**src/rtl/dec_scan_ctrl.sv**
```systemverilog
// -----------------------------------------------------------------------------
// dec_scan_ctrl
//
// Scan sequencer for the lab_6 2-to-4 decoder. Walks the decoder outputs in the
// order 0 -> 1 -> 2 -> 3 -> 0. Each slot is driven for DIV cycles, or until a
// step request in single-step mode. A one-cycle blanking gap separates slots,
// so the select lines only ever change while the decoder is disabled.
//
// Parameters:
//   DIV         drive cycles per slot in free-run mode (1..255)
//
// Ports:
//   clk         rising-edge clock
//   rst_n       asynchronous active-low reset
//   start       level: begin a scan at slot 0 (honoured only when idle)
//   stop        level: abort the scan and return to idle (overrides all else)
//   step_mode   1 = advance only on step, 0 = advance after DIV cycles
//   step        advance request, honoured only while driving in step mode
//   sel_a       decoder A input (select MSB)
//   sel_b       decoder B input (select LSB)
//   dec_en_n    decoder enable, active-low; low only while driving a slot
//   busy        high whenever the sequencer is not idle
//   frame_done  one-cycle pulse when slot 3 completes and the scan wraps to 0
// -----------------------------------------------------------------------------
module dec_scan_ctrl #(
  parameter int unsigned DIV = 4
) (
  input  logic clk,
  input  logic rst_n,
  input  logic start,
  input  logic stop,
  input  logic step_mode,
  input  logic step,
  output logic sel_a,
  output logic sel_b,
  output logic dec_en_n,
  output logic busy,
  output logic frame_done
);

  typedef enum logic [1:0] {
    IDLE  = 2'd0,
    BLANK = 2'd1,
    DRIVE = 2'd2
  } state_t;

  // Terminal value of the drive counter for one free-run slot.
  localparam logic [7:0] cnt_last = 8'(DIV - 1);

  state_t     state_q, state_d;
  logic [1:0] idx_q, idx_d;
  logic [7:0] cnt_q, cnt_d;
  logic       fd_q, fd_d;
  logic       advance;

  // In step mode the counter is frozen and only step moves the scan on; in
  // free-run the counter reaching its terminal value does. Because cnt is
  // preserved across a step_mode change, switching back to free-run resumes
  // counting where it left off.
  assign advance = step_mode ? step : (cnt_q == cnt_last);

  // NOTE: every variable is given its hold/default value before the case
  // statement, so no path through this block leaves a signal unassigned and
  // no latch is inferred.
  always_comb begin
    state_d = state_q;
    idx_d   = idx_q;
    cnt_d   = cnt_q;
    fd_d    = 1'b0;

    unique case (state_q)
      IDLE: begin
        if (start && !stop) begin
          state_d = BLANK;
          idx_d   = 2'd0;
        end
      end

      BLANK: begin
        // Single blanking cycle; step is deliberately not looked at here.
        if (stop) begin
          state_d = IDLE;
        end else begin
          state_d = DRIVE;
          cnt_d   = 8'd0;
        end
      end

      DRIVE: begin
        // stop wins over a coincident advance: idx holds and no frame pulse.
        if (stop) begin
          state_d = IDLE;
        end else if (advance) begin
          state_d = BLANK;
          idx_d   = idx_q + 2'd1;
          fd_d    = (idx_q == 2'd3);
        end else if (!step_mode) begin
          cnt_d = cnt_q + 8'd1;
        end
      end

      default: begin
        state_d = IDLE;
      end
    endcase
  end

  // NOTE: state registers use non-blocking assignments so every flop samples
  // the pre-edge value of its inputs, independent of statement order.
  always_ff @(posedge clk or negedge rst_n) begin
    if (!rst_n) begin
      state_q <= IDLE;
      idx_q   <= 2'd0;
      cnt_q   <= 8'd0;
      fd_q    <= 1'b0;
    end else begin
      state_q <= state_d;
      idx_q   <= idx_d;
      cnt_q   <= cnt_d;
      fd_q    <= fd_d;
    end
  end

  // All outputs decode registered state only. The select lines change solely
  // on the edge that enters BLANK (or on reset), where the enable is already
  // high, which gives break-before-make for free.
  assign sel_a      = idx_q[1];
  assign sel_b      = idx_q[0];
  assign dec_en_n   = (state_q != DRIVE);
  assign busy       = (state_q != IDLE);
  assign frame_done = fd_q;

endmodule

```
**config.mk**
```make
export PLATFORM = sky130hd
export DESIGN_NAME = dec_scan_ctrl
export DESIGN_NICKNAME = d
export VERILOG_FILES = /design/src/rtl/dec_scan_ctrl.sv
export SDC_FILE = /design/constraint.sdc
export NUM_CORES = 1
export LEC_CHECK = 0
export ABC_AREA = 0
export ABC_CLOCK_PERIOD_IN_PS = 2300
export BUFFER_PORTS_ARGS = -buffer_cell sky130_fd_sc_hd__buf_2
export CAP_MARGIN = 5
export CORE_MARGIN = 4
export CORE_UTILIZATION = 53
export DETAILED_ROUTE_END_ITERATION = 8
export PLACE_DENSITY = 0.75
export SETUP_SLACK_MARGIN = 0.5
export SYNTH_ARGS = -nofsm -noshare
export SYNTH_HDL_FRONTEND = slang
export SYNTH_SLANG_ARGS = --single-unit
```
**constraint.sdc**
```tcl
create_clock -name clk -period 2.3 [get_ports clk]
set_input_delay 0.23 -clock clk [delete_from_list [all_inputs] [get_ports clk]]
set_output_delay 0.23 -clock clk [all_outputs]
set_load 0.02 [all_outputs]
```
==> impl_metrics.toml, run 1 <==
[outcome]
outcome = "finished clean"

[floorplan]
die_w_um = 44.5
core_area_um2 = 1190
rows = 12
start_util_pct = 59.6
die_y_um = 44.5
io_pins = 11
die_area_um2 = 1980

[yosys]
synth.distinct_cells = 29
synthArstFlopShare_pct = 100
syn-mean-instance-area_um2 = 9.68
syn_area_um2 = 707
ys_seq_area_share_pct = 46.0
yosysWarnings = 0
synth_edf_count = 0
synthesis.instances = 73
syn_nets = 81
synth_ff_type = "dfrtp_1"
ys_seq_elements = 13

[worst_setup_path]
cpMaxStageDelayCell = "a2111o_2"
path_max_fanout = 6
required_ns = 2.48
critPathTopFamily = "compound AO/OA/AOI/OAI gates"
crit_path_start_kind = "register"
end_kind = "register"
worst-path-buf-inv = 0
worstPathCellList = "ha_2, nor4b_4, a2111o_2, mux2_4, a21o_1"
worst-setup-path-type = "reg2reg"
critPathMaxStageDelay_ns = 0.50
cp.arrival_ns = 1.96

[layout]
final_common_cell = "dfrtp_1"
drive_gt1_share_pct = 29.3
fillers = 82
multi_input_area_um2 = 384
area_growth_pct = 22.5
mostFrequentLayoutCells = "dfrtp_1, buf_2, nand3_1, nand2_1, a21oi_1"
diodes = 0
layout.area.seq_um2 = 325
nets = 101

[route]
wl_um = 1550
route.met3.wl_um = 84
met1Wirelength_um = 714
drt_iter0_drc = 27
wl_met2_um = 697
routed.top_layer = "met4"
wire_per_inst_um = 14.6
via_count = 616
viasPerCell = 5.81
route.detailed.drc = 0
firstDrtPassIters = 5
ant_nets = 0

[power_and_ir_drop]
ir_worst_vdd_mv = 0.346
power_frac_clock_pct = 29.8
pwr-share-comb_pct = 17.9
p_switching_uw = 136
seqPwrFrac_pct = 52.3
p_int_uw = 350
powerDensity_nw_per_um2 = 561
p_leak_uw = 0.000433
switching_share_pct = 27.9

[clocking]
root_buffer = "clkbuf_4"
cts.sinks = 13
cts_buffers = 3
htreeDepth = 1
clk_latency_ns = 0.28
clk_pin_slew_ns = 0.08
cts_tree = "yes"
cts_buffer_depth = 2

[run]
maxCapViolCount = 0

[placement]
hpwl_um = 1050
dpl_worst_slack_ns = 0.238
place_congestion = 0.810
numPortBuffers = 10

[timing]
period_needed_ns = 1.78
setup_viol = 0
rsz0062_at_grt = "yes"
tightest_slew_ns = 0.461
final.setup_skew_ns = 0.00268
drv_slew = 0
max_freq_mhz = 562
tns_ns = 0
setup_slack_ns = 0.521
fin_crit_sh_pct = 77.3
slew_headroom_pct = 69.3
hold_viol_final = 0

[grt]
grt_pass1_wl_um = 2600
antenna_found_initial = 0
grt_pass1_vias = 580
grt_max_degree = 14
grt-ovfl-total = 0
grt_use_total_pct = 18.5

[worst_hold_path]
min_path_type = "in2reg"
## cells in the mapped netlist, types with 3 or more instances
| cell | count | area (um2) |
|---|---|---|
| dfrtp_1 | 13 | 325 |
| nand3_1 | 8 | 40.0 |
| a21oi_1 | 5 | 25.0 |
| nand2_1 | 5 | 18.8 |
| a21o_1 | 4 | 30.0 |
| o21ai_0 | 4 | 20.0 |
| nand2b_1 | 3 | 18.8 |
## state kept, by name (all words and copies together) (netlist names)
register	cells
cnt_q	8
frame_done	1
idx_q	2
state_q	2
## layer usage
metal  vias up  GRT usage [%]
li1        306              -
met1       282           24.8
met2        22           24.9
met3         6           5.28
met4         0           13.3
met5         -              0
## cell type report
class,count,share of cell area [%]
multi-input combinational,56,44.4
sequential,13,37.6
timing repair buffer,16,11.7
clock buffer,4,3.03
tap,14,2.02
inverter,3,1.30
## kinds of logic after synthesis
family	after synthesis	synth area share (%)
buffers and inverters	4	2.30
DFF	13	46.0
muxes	1	2.12
adders and majority gates	2	3.54
AOI/OAI and AO/OA	18	16.8
and+or+nand+nor	35	29.2
## per-stage QoR
step                instances  total power (uW)  hold slack (ns)  cell area (um2)  utilization [%]
finish                    106               486            0.168              866             73.0
global route              106               516            0.170              866             73.0
CTS                       106               485            0.168              862             72.7
detailed placement         96               328            0.128              769             64.9
global placement           96               324            0.122              769             64.9
floorplan                  73               302          -0.0656              707                -
## power by group through the flow
stage                     Combinational, uW  Sequential [uW]  Clock (uW)
after global routing                   98.1              257         161
after detailed placement               68.5              260           0
after CTS                              86.4              253         145
after global placement                 65.6              259           0
final                                  87.0              254         145
after floorplan                        43.2              259           0
## path summary, 6_finish.rpt
| kind | startpoint | end | slack, ns | cells after the start |
|---|---|---|---|---|
| max reg2reg | cnt_q[0]$_DFFE_PN0P_ | cnt_q[7]$_DFFE_PN0P_ | 0.52 | 5 |
| min reg2reg | idx_q[0]$_DFFE_PN0P_ | idx_q[0]$_DFFE_PN0P_ | 0.56 | 2 |
| min | stop | state_q[1]$_DFFE_PN0P_ | 0.17 | 2 |
| max | cnt_q[0]$_DFFE_PN0P_ | cnt_q[7]$_DFFE_PN0P_ | 0.52 | 5 |
| max in group asynchronous | rst_n | cnt_q[1]$_DFFE_PN0P_ | 1.72 | 2 |
| min in group asynchronous | rst_n | idx_q[0]$_DFFE_PN0P_ | 0.35 | 2 |
## what timing repair did
item,CTS,global route
endpoints found under the setup margin,7,7
pin swaps,4,3
hold buffers,1,0
hold endpoints to repair,13,0
setup buffers,5,0
gates resized for setup,4,1
(Power assumes the default switching activity.)
==> run 2, diff against run 1 <==
Settings changed: ABC_CLOCK_PERIOD_IN_PS 2300 to 1400, CORE_UTILIZATION 53 to 48, PLACE_DENSITY 0.75 to 0.72.
Clock period 2.3 ns to 1.4 ns, I/O delays scaled along.
==> run 2 against run 1 <==
Effect of this change:
- the flow now finishes with violations (setup timing)
- clock power increased by 73%
- clock skew increased by 0.0051 ns
- cell count increased by 22%
- worst hold slack got worse by 0.061 ns
- first-iteration DRC count decreased by 7.4%
- final area increased by 32%
- core utilization increased by 12 points
- clock-buffer cell count unchanged
- non-clock buffer count increased by 22
- critical path type unchanged
- largest cell class unchanged
- highest routed layer unchanged
==> impl_metrics.toml, run 2 (synthesis gave the netlist of run 1 again) <==
[timing]
final.setup_skew_ns = 0.00778
setup_viol = 13
hold_viol_final = 0
rsz0062_at_grt = "yes"
setup_slack_ns = -0.381
tns_ns = -3.31
tightest_slew_ns = 0.330
max_freq_mhz = 562
drv_slew = 0
period_needed_ns = 1.78
slew_headroom_pct = 78.0
fin_crit_sh_pct = 127

[route]
wire_per_inst_um = 18.5
ant_nets = 0
route.detailed.drc = 0
via_count = 808
wl_um = 2380
firstDrtPassIters = 4
drt_iter0_drc = 25
viasPerCell = 6.26

[grt]
grt_pass1_vias = 711
grt_max_degree = 14
grt_pass1_wl_um = 3040
antenna_found_initial = 0
grt_use_total_pct = 20.8
grt-ovfl-total = 0

[worst_setup_path]
cp.arrival_ns = 2.02
crit_path_start_kind = "register"
end_kind = "register"
required_ns = 1.63
worst-setup-path-type = "reg2reg"
path_max_fanout = 9

[floorplan]
core_area_um2 = 1350
start_util_pct = 52.4
rows = 13
die_w_um = 46.4
die_y_um = 46.4
io_pins = 11
die_area_um2 = 2150

[run]
maxCapViolCount = 0

[layout]
largest_reg_flops = 8
mostFrequentLayoutCells = "buf_4, dfrtp_1, buf_6, nand3_1"
drive_gt1_share_pct = 50.0
nets = 123
top_regs = "cnt_q (8), idx_q (2), state_q (2)"
regMostFlops = "cnt_q"
fin_util_pct = 84.9
area_growth_pct = 62.1
diodes = 0
instances_no_fill = 129
final_common_cell = "buf_4"

[clocking]
htreeDepth = 1
root_buffer = "clkbuf_4"
cts_buffer_depth = 2
cts_tree = "yes"
clk_pin_slew_ns = 0.09
cts.sinks = 13
cts_buffers = 3
clk_latency_ns = 0.29

[outcome]
outcome = "complete, but fails checks"
violations = "setup timing"

[power_and_ir_drop]
p_leak_uw = 0.000570
total_power_uw = 919
ir_worst_vdd_mv = 0.575
powerDensity_nw_per_um2 = 802

[placement]
place_congestion = 0.790
numPortBuffers = 10
place_inst = 116
hpwl_um = 1300

[worst_hold_path]
min_path_type = "in2reg"
[run 2: path summary, 6_finish.rpt]
kind	from	endpoint	slack, ns	cells past startpoint
setup / recovery	cnt_q[1]$_DFFE_PN0P_	cnt_q[2]$_DFFE_PN0P_	-0.38	6
hold / removal	stop	frame_done$_DFF_PN0_	0.11	2
setup reg to reg	cnt_q[1]$_DFFE_PN0P_	cnt_q[2]$_DFFE_PN0P_	-0.38	6
hold reg to reg	idx_q[0]$_DFFE_PN0P_	idx_q[0]$_DFFE_PN0P_	0.60	2
max in group asynchronous	rst_n	idx_q[0]$_DFFE_PN0P_	0.84	2
min in group asynchronous	rst_n	cnt_q[0]$_DFFE_PN0P_	0.29	2
[run 2: final cells by class]
cell class,instances,area (um2)
Timing Repair Buffer,38,313
Fill cell,69,204
Inverter,3,11.3
Multi-Input combinational cell,56,450
Sequential cell,13,327
Tap cell,15,18.8
Clock buffer,4,26.3
[run 2: layer usage]
metal	up-vias	track usage (%)	share of wire (%)
met5	-	0	0
met4	0	12.5	3.9
met3	14	7.42	10
met2	49	33.5	47
met1	392	23.1	39
li1	353	-	-
[run 2: through the flow]
step,cell area [um2],hold slack [ns],setup WS [ns]
2_1_floorplan,724,-0.156,-0.338
3_3_place_gp,931,0.0353,-0.337
3_5_place_dp,931,0.0385,-0.402
4_1_cts,1050,0.0786,-0.335
5_1_grt,1150,0.105,-0.448
6_report,1150,0.107,-0.381
[run 2: worst max-delay path: stages (launching register included)]
cell and delay, ns:
dfrtp_1 0.40, ha_2 0.20, nor4b_4 0.13, a2111o_1 0.45
buf_4 0.20, nor3b_1 0.21, a211o_1 0.13
[run 2: power breakdown]
part / internal (uW) / total (uW) / switching (uW) / leakage, uW
sequential: 398 / 417 / 19.5 / 0.000177
combinational: 132 / 251 / 119 / 0.000378
clock: 111 / 251 / 140 / 0.0000150
[run 2: what timing repair did]
action | CTS | global route
endpoints found under the setup margin | 18 | 18
setup buffers | 3 | 5
pin swaps | 1 | 4
hold endpoints to repair | 13 | 0
gates resized for setup | 17 | 11
hold buffers | 1 | 0
cloned | 0 | 0
